===== src/rtl/servo_cmd_scheduler.sv =====
// -----------------------------------------------------------------------------
// servo_cmd_scheduler
//
// Pan/tilt position stepper plus a trigger sequencer for a small servo turret.
//
// Position:
//   * A free-running step counter produces a one-cycle tick every STEP_TICKS
//     cycles. On each tick, the direction levels move pan/tilt by one count.
//   * Positions saturate at POS_MIN..POS_MAX.
//
// Trigger:
//   * A rising edge of i_Trigger starts a shot: FIRE for FIRE_TICKS cycles,
//     then COOLDOWN for COOLDOWN_TICKS cycles, then back to IDLE.
//   * Edges seen while busy are ignored.
//
// Optional feature (macro SERVO_WATCHDOG_EN):
//   * An idle counter saturates at WDOG_TICKS when there is no input activity.
//   * At saturation, o_Homing is raised and each tick walks pan/tilt toward
//     POS_CENTER.
//   * Without the macro, o_Homing is tied low and positions hold when idle.
//
// Ports:
//   i_Clk          system clock
//   i_Rst_L        synchronous active-low reset
//   i_Left/Right   pan direction command levels
//   i_Up/Down      tilt direction command levels
//   i_Trigger      fire request level
//   o_Pan/o_Tilt   commanded servo positions (8 bit)
//   o_Fire         trigger servo drive, high while in FIRE
//   o_Busy         high while the trigger sequencer is not idle
//   o_Fire_Count   shots fired, wrapping at 256
//   o_Homing       high while watchdog homing is active
// -----------------------------------------------------------------------------
module servo_cmd_scheduler #(
    parameter int unsigned STEP_TICKS     = 250000,
    parameter int unsigned POS_MIN        = 16,
    parameter int unsigned POS_MAX        = 240,
    parameter int unsigned POS_CENTER     = 128,
    parameter int unsigned FIRE_TICKS     = 12500000,
    parameter int unsigned COOLDOWN_TICKS = 25000000,
    parameter int unsigned WDOG_TICKS     = 250000000
) (
    input  logic       i_Clk,
    input  logic       i_Rst_L,
    input  logic       i_Left,
    input  logic       i_Right,
    input  logic       i_Up,
    input  logic       i_Down,
    input  logic       i_Trigger,
    output logic [7:0] o_Pan,
    output logic [7:0] o_Tilt,
    output logic       o_Fire,
    output logic       o_Busy,
    output logic [7:0] o_Fire_Count,
    output logic       o_Homing
);

    // Refuse to elaborate with parameters that would break the timers or bounds.
    if (STEP_TICKS == 0 || FIRE_TICKS == 0 || COOLDOWN_TICKS == 0 || WDOG_TICKS == 0 ||
        POS_MIN > POS_CENTER || POS_CENTER > POS_MAX || POS_MAX > 255) begin : g_bad_params
        $error("servo_cmd_scheduler: invalid parameter set");
    end

    localparam logic [7:0] PosMin    = 8'(POS_MIN);
    localparam logic [7:0] PosMax    = 8'(POS_MAX);
    localparam logic [7:0] PosCenter = 8'(POS_CENTER);

    // -------------------------------------------------------------------------
    // Step tick generator
    // -------------------------------------------------------------------------
    logic [31:0] step_cnt_q;
    logic        step_tick;

    assign step_tick = (step_cnt_q == STEP_TICKS - 1);

    always_ff @(posedge i_Clk) begin
        if (!i_Rst_L) begin
            step_cnt_q <= '0;
        end else if (step_tick) begin
            step_cnt_q <= '0;
        end else begin
            step_cnt_q <= step_cnt_q + 32'd1;
        end
    end

    // -------------------------------------------------------------------------
    // Idle watchdog (optional)
    // -------------------------------------------------------------------------
    logic homing;

`ifdef SERVO_WATCHDOG_EN
    logic [31:0] idle_cnt_q;
    logic [31:0] idle_cnt_d;
    logic        activity;

    assign activity = i_Left | i_Right | i_Up | i_Down | i_Trigger;

    always_comb begin
        idle_cnt_d = idle_cnt_q;
        if (activity) begin
            idle_cnt_d = '0;
        end else if (idle_cnt_q != WDOG_TICKS) begin
            idle_cnt_d = idle_cnt_q + 32'd1;
        end
    end

    always_ff @(posedge i_Clk) begin
        if (!i_Rst_L) begin
            idle_cnt_q <= '0;
        end else begin
            idle_cnt_q <= idle_cnt_d;
        end
    end

    assign homing = (idle_cnt_q == WDOG_TICKS);
`else
    assign homing = 1'b0;
`endif

    assign o_Homing = homing;

    // -------------------------------------------------------------------------
    // Pan / tilt position registers
    // -------------------------------------------------------------------------
    logic [7:0] pan_q;
    logic [7:0] pan_d;
    logic [7:0] tilt_q;
    logic [7:0] tilt_d;

    always_comb begin
        pan_d  = pan_q;
        tilt_d = tilt_q;
        if (step_tick) begin
            // Pan: an explicit single direction wins; otherwise home if idle long enough.
            if (i_Left && !i_Right) begin
                if (pan_q > PosMin) pan_d = pan_q - 8'd1;
            end else if (i_Right && !i_Left) begin
                if (pan_q < PosMax) pan_d = pan_q + 8'd1;
            end else if (homing) begin
                if (pan_q > PosCenter) begin
                    pan_d = pan_q - 8'd1;
                end else if (pan_q < PosCenter) begin
                    pan_d = pan_q + 8'd1;
                end
            end

            if (i_Up && !i_Down) begin
                if (tilt_q < PosMax) tilt_d = tilt_q + 8'd1;
            end else if (i_Down && !i_Up) begin
                if (tilt_q > PosMin) tilt_d = tilt_q - 8'd1;
            end else if (homing) begin
                if (tilt_q > PosCenter) begin
                    tilt_d = tilt_q - 8'd1;
                end else if (tilt_q < PosCenter) begin
                    tilt_d = tilt_q + 8'd1;
                end
            end
        end
    end

    always_ff @(posedge i_Clk) begin
        if (!i_Rst_L) begin
            pan_q  <= PosCenter;
            tilt_q <= PosCenter;
        end else begin
            pan_q  <= pan_d;
            tilt_q <= tilt_d;
        end
    end

    assign o_Pan  = pan_q;
    assign o_Tilt = tilt_q;

    // -------------------------------------------------------------------------
    // Trigger sequencer
    // -------------------------------------------------------------------------
    typedef enum logic [1:0] {
        StIdle,
        StFire,
        StCooldown
    } trig_state_e;

    trig_state_e state_q;
    trig_state_e state_d;
    logic [31:0] phase_cnt_q;
    logic [31:0] phase_cnt_d;
    logic [7:0]  fire_count_q;
    logic [7:0]  fire_count_d;
    logic        trig_q;
    logic        trig_rise;

    assign trig_rise = i_Trigger & ~trig_q;

    // State register (also holds the phase timer, shot counter and edge register)
    always_ff @(posedge i_Clk) begin
        if (!i_Rst_L) begin
            state_q      <= StIdle;
            phase_cnt_q  <= '0;
            fire_count_q <= '0;
            trig_q       <= 1'b0;
        end else begin
            state_q      <= state_d;
            phase_cnt_q  <= phase_cnt_d;
            fire_count_q <= fire_count_d;
            trig_q       <= i_Trigger;
        end
    end

    // Next-state logic
    always_comb begin
        state_d      = state_q;
        phase_cnt_d  = phase_cnt_q;
        fire_count_d = fire_count_q;
        unique case (state_q)
            StIdle: begin
                if (trig_rise) begin
                    state_d      = StFire;
                    phase_cnt_d  = '0;
                    fire_count_d = fire_count_q + 8'd1;
                end
            end
            StFire: begin
                if (phase_cnt_q == FIRE_TICKS - 1) begin
                    state_d     = StCooldown;
                    phase_cnt_d = '0;
                end else begin
                    phase_cnt_d = phase_cnt_q + 32'd1;
                end
            end
            StCooldown: begin
                if (phase_cnt_q == COOLDOWN_TICKS - 1) begin
                    state_d     = StIdle;
                    phase_cnt_d = '0;
                end else begin
                    phase_cnt_d = phase_cnt_q + 32'd1;
                end
            end
            default: begin
                state_d     = StIdle;
                phase_cnt_d = '0;
            end
        endcase
    end

    // Outputs decoded from the registered state
    always_comb begin
        o_Fire       = (state_q == StFire);
        o_Busy       = (state_q != StIdle);
        o_Fire_Count = fire_count_q;
    end

endmodule


===== config.mk =====
export PLATFORM = sky130hd
export DESIGN_NAME = servo_cmd_scheduler
export DESIGN_NICKNAME = d
export VERILOG_FILES = /design/src/rtl/servo_cmd_scheduler.sv
export SDC_FILE = /design/constraint.sdc
export NUM_CORES = 1
export LEC_CHECK = 0
export ABC_AREA = 1
export BUFFER_PORTS_ARGS = -buffer_cell sky130_fd_sc_hd__buf_2
export CORE_MARGIN = 2
export CORE_UTILIZATION = 35
export DETAILED_ROUTE_END_ITERATION = 8
export GPL_TIMING_DRIVEN = 0
export PLACE_DENSITY = 0.59
export SYNTH_ARGS = -nofsm -noshare
export SYNTH_HDL_FRONTEND = slang
export SYNTH_SLANG_ARGS = --single-unit

===== constraint.sdc =====
create_clock -name i_Clk -period 1.91 [get_ports i_Clk]
set_clock_uncertainty 0.15 [all_clocks]
set_input_delay 0.382 -clock i_Clk [delete_from_list [all_inputs] [get_ports i_Clk]]
set_output_delay 0.382 -clock i_Clk [all_outputs]
set_load 0.02 [all_outputs]

# After elaboration in Yosys (flattened, before gate mapping)
# Index checks and enable logic that the tools add are counted.
dict set report totals {
  inputBits 7
  ram_bits 0
  rom_bits 0
  latchBits 0
  out_inout_bits 27
  regBits 91
  word_cells 66
  mem_count 0
}
dict set report op_classes {
  add_sub_neg 7
  eq_ne 10
  magnitude_cmp 4
  n_reduce_logical 19
  mul 0
  n_bitwise 3
  shifts 0
  n_div 0
  n_mux 16
}
# operator count
set ops {}
lappend ops {{32-bit 2-to-1 mux} 3}
lappend ops {{32-bit case mux with 3 select lines} 1}
lappend ops {{32-bit by 1-bit adder with 32-bit output, second input constant} 2}
lappend ops {{8-bit 2-to-1 mux} 8}
lappend ops {{32-bit by 18-bit == test with 1-bit output, second input constant} 1}
lappend ops {{32-bit by 24-bit == test with 1-bit output, second input constant} 1}
lappend ops {{32-bit by 25-bit == test with 1-bit output, second input constant} 1}
lappend ops {{8-bit by 1-bit adder with 8-bit output, second input constant} 3}
lappend ops {{8-bit by 5-bit greater-than comparator with 1-bit output, second input constant} 2}
lappend ops {{8-bit < comparator, second input constant} 2}
lappend ops {{8-bit by 1-bit subtractor with 8-bit output, second input constant} 2}
lappend ops {{2-bit nonzero test} 5}
lappend ops {{4-bit AND reduction} 2}
lappend ops {{2-bit 2-to-1 mux} 3}
lappend ops {{2-bit by 1-bit != test with 1-bit output, second input constant} 3}
lappend ops {{2-bit case mux with 3 select lines} 1}
lappend ops {{1-bit logical AND} 4}
lappend ops {{1-bit logical NOT} 4}
lappend ops {{2-bit != test, second input constant} 2}
lappend ops {{3-bit AND reduction} 1}
lappend ops {{2-bit by 1-bit == test with 1-bit output, second input constant} 1}
lappend ops {{2-bit == test, second input constant} 1}
lappend ops {{2-bit logical NOT} 1}
lappend ops {{1-bit NOT} 2}
lappend ops {{other kinds (3)} 3}

# Logic depth before layout (Yosys ltp)
dict set report logic_depth {
  depth_word 4
  ltp_mapped 13
  depth_no_buf 12
}

# Least setup slack after synthesis
# OpenSTA, ideal clock, no wires.
dict set report synth_timing {
  kind {input to register}
  start {input i_Down}
  end {register tilt_q[7] (netlist: o_Tilt[7])}
  t_required_ns 1.630
  slack_ns -0.098
  cell_stages 11
  path_buffers 0
  setup_ns 0.130
  arrival_ns 1.728
  cell_sequence {inv_1 ha_1 inv_1 ha_1 a21oi_1 a21boi_0 nand2_1 nand2_1 nand2_1 nand4_1 nand3_1}
}
dict set report synth_between {
  elab_chain_len 4
  elab_cells_between_ends 8
  classes_between {eq/ne: 1; mux: 1; reduce/logical: 6}
}
# item line
set synth_rtl {}
lappend synth_rtl {{from (decl)} 48} ;# input logic i_Down,
lappend synth_rtl {{1-bit logical NOT} 147} ;# if (i_Up && !i_Down) begin
lappend synth_rtl {{1-bit logical AND} 147}
lappend synth_rtl {{2-bit by 1-bit != test with 1-bit output (no source line) / 2-bit nonzero test (equally long branches)} n/a}
lappend synth_rtl {{4-bit AND reduction (no source line)} n/a}
lappend synth_rtl {{to (signal assigned)} 164} ;# tilt_q <= PosCenter;
lappend synth_rtl {{to (signal assigned)} 167} ;# tilt_q <= tilt_d;
lappend synth_rtl {{to (decl)} 127} ;# logic [7:0] tilt_q;
# Several ways; a longest one is shown, not always the timed one.
# A chain may end at the register's enable or synchronous reset.

# Worst setup path in the final report
dict set report layout_timing {
  start {register phase_cnt_q[0]}
  end {register phase_cnt_q[9]}
}
dict set report layout_between {
  elab_chain_len 3
  elab_cells_between_ends 6
  classes_between {add/sub: 1; eq/ne: 2; mux: 3}
}
# item line
set layout_rtl {}
lappend layout_rtl {{from (decl)} 185} ;# logic [31:0] phase_cnt_q;
lappend layout_rtl {{from (signal assigned)} 203} ;# phase_cnt_q <= phase_cnt_d;
lappend layout_rtl {{32-bit by 1-bit adder with 32-bit output, or another cell as far along} {227, 235}}
lappend layout_rtl {{32-bit 2-to-1 mux (on tied branches)} {231, 223}}
lappend layout_rtl {{32-bit case mux with 3 select lines *} 214} ;# unique case (state_q)
# Every way passes the cells marked *; elsewhere a longest branch is shown, timed or not.

==> metrics <==
status finished, violations left; violated checks negative setup slack; Critical Path Source Type flip-flop; CTS sink count 91; Max Slew Vio Count 0; TNS Setup -0.393 ns; max_cap viols 0; Pre-Repair DR Iteration Count 5; vias per cell about 4.9; CP required 2.00 ns; adder-cell share of the synthesized area 0.0478; synthesized area per cell 6.13 um2; dpl hpwl 13.0 mm; total track usage 0.191; crit-path max cell delay 0.38 ns; Hold Path Depth 3; PnR worst setup slack -0.0426 ns; total gr overflow 0; CORE AREA 17100 um2; Top FF cell, synth dfxtp_1; pre-CTS WS -0.409 ns; share of post-route cells with drive strength above 1 0.163; FF+latch area 1840 um2; post-synthesis mux area share 0; initial antenna violation count 1; Post-synth EDFFs 0; CTS Hold Bufs 0; CP Capture Type flip-flop; hold_ws 0.144 ns; main combinational cell family by area after synthesis simple AND/OR/NAND/NOR gates; Syn Nets 1019; cell leakage power 2.86 nW; Die ar. 18400 um2; final setup fails 15; CP Class flip-flop to flip-flop; Remaining DRCs 0; CTS Buf Count 9; Arr. time, crit path 2.04 ns; GPL Wtd Cong slightly above 0.9; flops & latches, synth 91; final wirelength 17.5 mm; CTS tree built; CP max stage cell dfxtp_4; PortBufs 31; post-layout util 0.430; final cell count without fillers 1284; vias in the first global route 5786; Ys Warns 0; crit-path cells ha_4, nand2_4, nor2_4, nand3_2, nor2_2, nand2_1, nand2_2, nand2_4, nand2_4, nand2_4, nand2_4, buf_8, nor2_1; global-route wire length before repair ~28 mm; largest net degree at the start of global routing 16; initial core utilization 0.355; path type of the worst min-delay path input pin to flip-flop; ys async rst share 0; Worst R2R Path Depth 13; via count 6335; final hold vios 0; htree depth 3; clk slew on worst S/H paths 0.07 ns; P&R area growth vs syn 21.2%; remaining antenna violation count 0; Final Cycle Share 1.02; die height 136 um; post-synthesis cell area 6070 um2; Synth Area in XOR/XNOR 0.0303; CP max FO 5; Worst Tran Pin Value 0.679 ns; RSZ-0062 raised after global routing true; Peak VDD IR about 0.45 mV; Synth Area in Simple Gates 0.434; Cells after DPL between 1000 and 1500; Die X 136 um; Yosys cell types 42; row cnt 48; max_slew headroom 0.547; area of the multi-input gates 3990 um2; routed len/inst 13.6 um; # IOs 34; compound-cell area share of the yosys netlist 0.0899; power per cell area 677 nW/um2; Max Fclk 512 MHz; clock tree root driver cell clkbuf_16; cell mode on critical path nand2_4; Max clock buf depth 2; Nets 1082; clk_lat worst skew 0.35 ns; min Tclk post-route 1.95 ns; Cells after Synth 990; fill count 1808; register area share after synthesis 0.300; Starting DRT DRC Count 435
## cells by family (layout without fill, tap and decap cells)
kind of cell               Yosys count  count (layout)
other                                1               2
buffers and inverters              152             220
adders and majority gates           22              22
and+or+nand+nor                    605             605
DFF                                 91              91
xor gates and xnor gates            21              21
AOI/OAI and AO/OA                   98              98
## cell usage after synthesis (4+ instances only)
cell / n / area [um2]
ha_1: 20 / 250
xnor2_1: 7 / 61.3
a21oi_1: 61 / 305
nand4_1: 31 / 194
nor2_2: 5 / 31.3
dfxtp_1: 91 / 1820
inv_2: 4 / 15.0
nor2_1: 165 / 619
nor3b_1: 5 / 37.5
nand2_1: 261 / 980
buf_2: 6 / 30.0
clkbuf_1: 6 / 22.5
o21bai_1: 10 / 75.1
nand3_1: 89 / 445
nor3_1: 25 / 125
xor2_1: 14 / 123
nand2_2: 8 / 50.1
o21ai_0: 15 / 75.1
inv_1: 133 / 499
## report_power, final
group | switching (mW) | leakage (nW) | total, mW | internal [mW]
Sequential | 0.0369 | 0.739 | 1.97 | 1.93
Clock | 0.809 | 0.145 | 1.86 | 1.05
Combinational | 0.736 | 1.98 | 1.15 | 0.415
Total | 1.58 | 2.86 | 4.98 | 3.40
## stage by stage
stage | cell area (um2) | total power, mW
4_1_cts | 6970 | 4.80
5_1_grt | 7360 | 5.20
6_report | 7360 | 4.98
3_5_place_dp | 6510 | 2.82
2_1_floorplan | 6070 | 2.56
3_3_place_gp | 6510 | 2.82
## state kept, by name, indices dropped and copies added, names as in the netlist
| name | flops |
|---|---|
| o_Fire_Count | 8 |
| o_Pan | 8 |
| o_Tilt | 8 |
| phase_cnt_q | 32 |
| state_q | 2 |
| step_cnt_q | 32 |
| trig_q | 1 |
## repair_timing
action                     4_1_cts  5_1_grt
setup endpoints to repair       82       82
cloned                           1        0
gates resized for setup         27       84
pin swaps                        5       15
buffers inserted                 7       13
## final cells by class
cell class,instances,share of cell area
repair buffers,52,0.0430
plain buffers,15,0.0150
clock buffers,10,0.0325
diodes,1,0.000340
clock inverters,6,0.00867
inverters,137,0.0706
well taps,225,0.0383
multi-input cells,747,0.542
flip-flops and latches,91,0.250
## placed cells by master, fill, tap and decap left out, types with 7 or more instances in the layout
cell type | synthesis | final
nor3_2 | 1 | 8
nor2_1 | 165 | 147
buf_2 | 6 | 31
dfxtp_2 | 0 | 8
xnor2_1 | 7 | 7
nor2_4 | 3 | 14
inv_2 | 4 | 8
dfxtp_1 | 91 | 81
nand2_1 | 261 | 257
nand4_1 | 31 | 31
a21oi_1 | 61 | 59
clkbuf_16 | 0 | 9
o21bai_1 | 10 | 10
o21ai_0 | 15 | 15
nor2_2 | 5 | 12
nor3_1 | 25 | 18
buf_4 | 1 | 23
nand3_1 | 89 | 84
ha_1 | 20 | 12
inv_1 | 133 | 128
xor2_1 | 14 | 14
## worst max-delay path: cells and delay by family, from the launching register on
family	cells	cell delay, ns
simple gates	11	0.99
flops	1	0.38
fa+ha+maj	1	0.16
buf+inv	1	0.14
## layer usage
metal,wire (um),track usage,vias to the layer above
li1,-,-,3291
met1,8450,0.262,2862
met2,7850,0.308,159
met3,826,0.0292,23
met4,335,0.0590,0
met5,0,0,-
## worst paths after layout
check                                        to       startpoint  slack, ns
worst max-delay path             phase_cnt_q[9]   phase_cnt_q[0]      -0.04
worst max register to register   phase_cnt_q[9]   phase_cnt_q[0]      -0.04
worst min register to register  o_Fire_Count[7]  o_Fire_Count[7]       0.31
worst min-delay path                     trig_q        i_Trigger       0.14
Power figures use the tool's default switching activity.
